## src/rtl/burst_cmd_ram.sv

```systemverilog
// Command-driven single-port RAM: {opcode,payload} commands in, burst read beats out.
// Latency: first read beat is valid the cycle after READ is accepted; then one beat per cycle.
// Backpressure: tx_ready=0 freezes dout/tx_valid/pointers; rx_ready is low for a whole burst.
//
// Ports:
//   clk, rst           rising-edge clock, synchronous active-high reset
//   rx_valid/rx_ready  command handshake; din = {opcode[1:0], payload[DATA_WIDTH-1:0]}
//   tx_valid/tx_ready  read-beat handshake; dout = read data
//   busy               burst in progress
//   addr_err           one-cycle pulse after a SET_WR/SET_RD with address >= MEM_DEPTH
module burst_cmd_ram #(
    parameter int DATA_WIDTH = 8,
    parameter int ADDR_SIZE  = 8,
    parameter int MEM_DEPTH  = 256,
    parameter int BURST_W    = 4,
    parameter int AUTO_INC   = 1
) (
    input  logic                  clk,
    input  logic                  rst,
    input  logic                  rx_valid,
    output logic                  rx_ready,
    input  logic [DATA_WIDTH+1:0] din,
    output logic                  tx_valid,
    input  logic                  tx_ready,
    output logic [DATA_WIDTH-1:0] dout,
    output logic                  busy,
    output logic                  addr_err
);

    typedef enum logic {
        IDLE  = 1'b0,
        BURST = 1'b1
    } state_t;

    localparam logic [1:0] OP_SET_WR = 2'b00;
    localparam logic [1:0] OP_WRITE  = 2'b01;
    localparam logic [1:0] OP_SET_RD = 2'b10;
    localparam logic [1:0] OP_READ   = 2'b11;

    localparam logic [ADDR_SIZE-1:0] LAST_ADDR = ADDR_SIZE'(MEM_DEPTH - 1);
    // One extra bit so MEM_DEPTH == 2**ADDR_SIZE is representable.
    localparam logic [ADDR_SIZE:0]   DEPTH_EXT = (ADDR_SIZE + 1)'(MEM_DEPTH);

    // Wraps at MEM_DEPTH-1, not at 2**ADDR_SIZE, so non-power-of-two depths stay in range.
    function automatic logic [ADDR_SIZE-1:0] wrap_inc(input logic [ADDR_SIZE-1:0] p);
        return (p == LAST_ADDR) ? '0 : p + ADDR_SIZE'(1);
    endfunction

    logic [DATA_WIDTH-1:0] mem [MEM_DEPTH];

    state_t               state;
    logic [ADDR_SIZE-1:0] wr_ptr;
    logic [ADDR_SIZE-1:0] rd_ptr;
    // Beats still to load after the one currently in the output register.
    logic [BURST_W-1:0]   beats_left;

    logic [1:0]            opcode;
    logic [DATA_WIDTH-1:0] payload;
    logic [ADDR_SIZE-1:0]  cmd_addr;
    logic                  addr_ok;
    logic                  accept;
    logic                  out_free;
    logic [ADDR_SIZE-1:0]  wr_next;
    logic [ADDR_SIZE-1:0]  rd_next;

    assign opcode   = din[DATA_WIDTH+1:DATA_WIDTH];
    assign payload  = din[DATA_WIDTH-1:0];
    assign cmd_addr = payload[ADDR_SIZE-1:0];
    assign addr_ok  = ({1'b0, cmd_addr} < DEPTH_EXT);

    assign rx_ready = (state == IDLE) && !rst;
    assign accept   = rx_valid && rx_ready;
    assign busy     = (state == BURST);
    assign out_free = !tx_valid || tx_ready;

    assign wr_next = (AUTO_INC != 0) ? wrap_inc(wr_ptr) : wr_ptr;
    assign rd_next = (AUTO_INC != 0) ? wrap_inc(rd_ptr) : rd_ptr;

    // Storage has no reset: contents survive rst by design.
    always_ff @(posedge clk) begin
        if (accept && (opcode == OP_WRITE)) begin
            mem[wr_ptr] <= payload;
        end
    end

    always_ff @(posedge clk) begin
        if (rst) begin
            state      <= IDLE;
            wr_ptr     <= '0;
            rd_ptr     <= '0;
            beats_left <= '0;
            dout       <= '0;
            tx_valid   <= 1'b0;
            addr_err   <= 1'b0;
        end else begin
            addr_err <= 1'b0;
            case (state)
                IDLE: begin
                    if (accept) begin
                        case (opcode)
                            OP_SET_WR: begin
                                if (addr_ok) wr_ptr <= cmd_addr;
                                else         addr_err <= 1'b1;
                            end
                            OP_WRITE: begin
                                wr_ptr <= wr_next;
                            end
                            OP_SET_RD: begin
                                if (addr_ok) rd_ptr <= cmd_addr;
                                else         addr_err <= 1'b1;
                            end
                            default: begin
                                // READ: the first beat is loaded on the accepting edge,
                                // which gives the one-cycle read latency.
                                dout       <= mem[rd_ptr];
                                tx_valid   <= 1'b1;
                                rd_ptr     <= rd_next;
                                beats_left <= payload[BURST_W-1:0];
                                state      <= BURST;
                            end
                        endcase
                    end
                end
                BURST: begin
                    if (out_free) begin
                        if (beats_left != '0) begin
                            dout       <= mem[rd_ptr];
                            tx_valid   <= 1'b1;
                            rd_ptr     <= rd_next;
                            beats_left <= beats_left - BURST_W'(1);
                        end else begin
                            // Last beat just handshaken: back to accepting commands.
                            tx_valid <= 1'b0;
                            state    <= IDLE;
                        end
                    end
                end
                default: state <= IDLE;
            endcase
        end
    end

endmodule

```

## config.mk

```make
export PLATFORM = sky130hd
export DESIGN_NAME = burst_cmd_ram
export DESIGN_NICKNAME = d
export VERILOG_FILES = /design/src/rtl/burst_cmd_ram.sv
export SDC_FILE = /design/constraint.sdc
export NUM_CORES = 2
export LEC_CHECK = 0
export CORE_ASPECT_RATIO = 0.75
export CORE_MARGIN = 1.5
export CORE_UTILIZATION = 25
export CTS_BUF_LIST = sky130_fd_sc_hd__clkbuf_16
export DETAILED_ROUTE_END_ITERATION = 10
export PLACE_DENSITY = 0.44
export SLEW_MARGIN = 20
export SYNTH_ARGS = -nofsm -noshare
export SYNTH_HDL_FRONTEND = slang
export SYNTH_SLANG_ARGS = --single-unit
```

## constraint.sdc

```tcl
create_clock -name clk -period 8.5 [get_ports clk]
set_input_delay 1.7 -clock clk [delete_from_list [all_inputs] [get_ports clk]]
set_output_delay 1.7 -clock clk [all_outputs]
set_load 0.05 [all_outputs]
```

==> qor.csv <==
stage,metric,value,unit
run_status,status,completed,
global_route,grt_pass1_wl,351.1,mm
global_route,gr-usage-all-layers,15.02,%
timing,skew,0.04992,ns
setup_path,cp-start-kind,input pin,
cells_and_area,finalNetCount,4166,
logic_synthesis,synth_ff_type,edfxtp_1,
global_route,grt_max_degree,119,
timing,drv_slew,0,
logic_synthesis,synth-adder-area-share,0.1073,%
place,gp_congestion,0.8138,
die,core.rowCount,181,
place,dp_hpwl,157.9,mm
drt,post_drt_via_cell_ratio,4.890,
global_route,antenna_found_initial,15,
timing,fmax,0.1936,GHz
logic_synthesis,synthTopCellsByArea,"edfxtp_1 75%, mux4_2 11%, mux2i_1 3.2%",
setup_path,crit_top_cell,clkdlybuf4s50_1,
logic_synthesis,synth_enable_flop_cells,2048,
drt,drc,0,
timing,rsz0062_at_grt,false,
drt,firstDrtPassIters,5,
drt,drt_wl_total,255.0,mm
setup_path,max_stage_delay,0.90,ns
setup_path,crit_arrival,3.47,ns
cells_and_area,area_delta_synth_final,14.19,%
cells_and_area,drive_above_1_share,19.85,%
clock_tree,cts.sinks,2086,
die,chipHeight,497.8,um
logic_synthesis,synth-xor-area-share,0,%
clock_tree,cts_setup_buffers,0,
clock_tree,clock_path_buffers,4,
logic_synthesis,synth_top_family_by_area,multiplexers,
die,io_pins,26,
logic_synthesis,ys_warn_count,0,
clock_tree,htreeDepth,4,
clock_tree,cts_tree,yes,
logic_synthesis,synthMuxAreaShare,14.69,%
logic_synthesis,synth_nets,4075,
drt,wl_per_cell,29.66,um
logic_synthesis,synthArstFlopShare,0,%
die,die_w,662.8,um
clock_tree,root_buffer,clkbuf_16,
run,maxCapViolations,0,
global_route,grt_remaining_overflow,0,
drt,drt_iter0_drc,5570,
pwr,leakage,27.14,nW
setup_path,crit_type,input pin to output port,
timing,hold_viol,0,
timing,slew_headroom,23.62,%
setup_path,cp_max_fo,27,
die,core_area,324500,um2
die,die_area,329900,um2
clock_tree,cts_made_buffers,205,
timing,setup_viol,0,
place,portBuffers,24,
logic_synthesis,ys_types,74,
pwr,ir_worst_vdd,0.0001493,V
timing,worst_pin_slew,1.142,ns
drt,antenna_left,0,
clock_tree,clkTransAtPathRegs,0.06,ns
clock_tree,clock_latency,0.86,ns
logic_synthesis,synth_seq_cells,2086,
global_route,grt_pass1_vias,40915,
clock_tree,ctsResizeCount,0,
die,initial_core_util,25.15,%
logic_synthesis,synth_compound_area_share,3.690,%
clock_tree,postCtsHoldBufs,0,
cells_and_area,diodes,0,
timing,tns,0,ns
logic_synthesis,yosys.area_share.simple,3.138,%
drt,num_vias,42041,
setup_path,cp-end-kind,output port,
logic_synthesis,synth_area_per_cell,20.13,um2
setup_path,cp.required,6.80,ns
logic_synthesis,syn_area,81610,um2
cells_and_area,finish.utilization,28.72,%
setup_path,cpMaxStageDelayCell,clkdlybuf4s50_1,
logic_synthesis,synthCells,4054,
setup_path,crit_path_cell_trace,"clkdlybuf4s50_1, buf_4, nor2_2, clkdlybuf4s50_1",
logic_synthesis,synth_top_area_share,75.35,%
logic_synthesis,ys_top_cells_by_count,"2048 x edfxtp_1, 406 x mux4_2, 304 x nor2_1",
logic_synthesis,ys_seq_area_share,76.29,%
timing,fin_crit_sh,60.77,%
logic_synthesis,synth_most_common_cell,edfxtp_1,
pwr,powerDensity,227.5,nW/um2
timing,post-route-min-period,5.165,ns
hold_path,hp-class,flip-flop to flip-flop,
logic_synthesis,yosys.area.top_type,edfxtp_1,
==> sequential cells by signal, indices dropped and copies added (netlist names), named ones only <==
name,flops
mem,2048
dout,8
rd_ptr,8
wr_ptr,8
beats_left,4
busy,1
tx_valid,1
==> cells in the final DEF (no fill, tap or decap), types with 53 or more instances in the layout <==
cell type	instances
nand2_1	119
clkbuf_16	206
o22ai_1	93
inv_1	53
nor2_1	303
buf_4	88
mux2i_1	260
edfxtp_1	2048
mux4_2	406
o221ai_1	56
==> layout make-up <==
class                           count  area [um2]
Clock buffer                      206        5155
Multi-Input combinational cell   1709       17810
Tap cell                         4300        5380
Fill cell                       31664      231300
Inverter                           12       50.05
Sequential cell                  2086       62270
Timing Repair Buffer              131        1291
Clock inverter                    153        1232
==> cell families after synthesis <==
| group | count (synthesis) |
|---|---|
| buffers and inverters | 259 |
| adders and majority gates | 7 |
| AOI/OAI and AO/OA | 430 |
| other | 1 |
| DFF | 2086 |
| muxes | 682 |
| and+or+nand+nor | 589 |
==> per-layer routing <==
layer	part of all wire (%)	GRT usage, %	vias up
met4	1.7	2.630	2
met2	40	20.22	1866
met5	0.0051	0	-
met1	49	24.15	22919
li1	-	-	16990
met3	8.7	3.665	264
==> power by group <==
part	internal [mW]	switching [mW]	total (mW)
Combinational	0.296	0.624	0.920
Clock	5.01	3.96	8.97
Sequential	11.3	0.0206	11.3
==> critical path: cells and delay by family <==
kind / cells / cell delay, ns
buffers and inverters: 3 / 1.54
and+or+nand+nor: 1 / 0.21
==> final timing paths <==
path,from,endpoint,slack (ns),cells after the start
worst min register to register,dout[0]$_SDFFE_PP0P_,dout[0]$_SDFFE_PP0P_,0.50,1
worst max-delay path,rst,rx_ready,3.33,4
worst max register to register,flip-flop,dout[1]$_SDFFE_PP0P_,3.84,7
worst min-delay path,dout[0]$_SDFFE_PP0P_,dout[0]$_SDFFE_PP0P_,0.50,1
==> metrics by stage <==
stage	worst slack [ns]	power, mW	cells	hold WS, ns	area (um2)
final	3.335	21.20	8597	0.5031	93200
after global routing	3.218	21.78	8597	0.5381	93200
after CTS	3.326	21.38	8595	0.5075	93160
after detailed placement	2.577	12.46	8236	0.4875	86780
after global placement	2.455	12.47	8236	0.4808	86750
after floorplan	4.151	12.01	4054	0.4730	81610
Power figures use the tool's default switching activity.
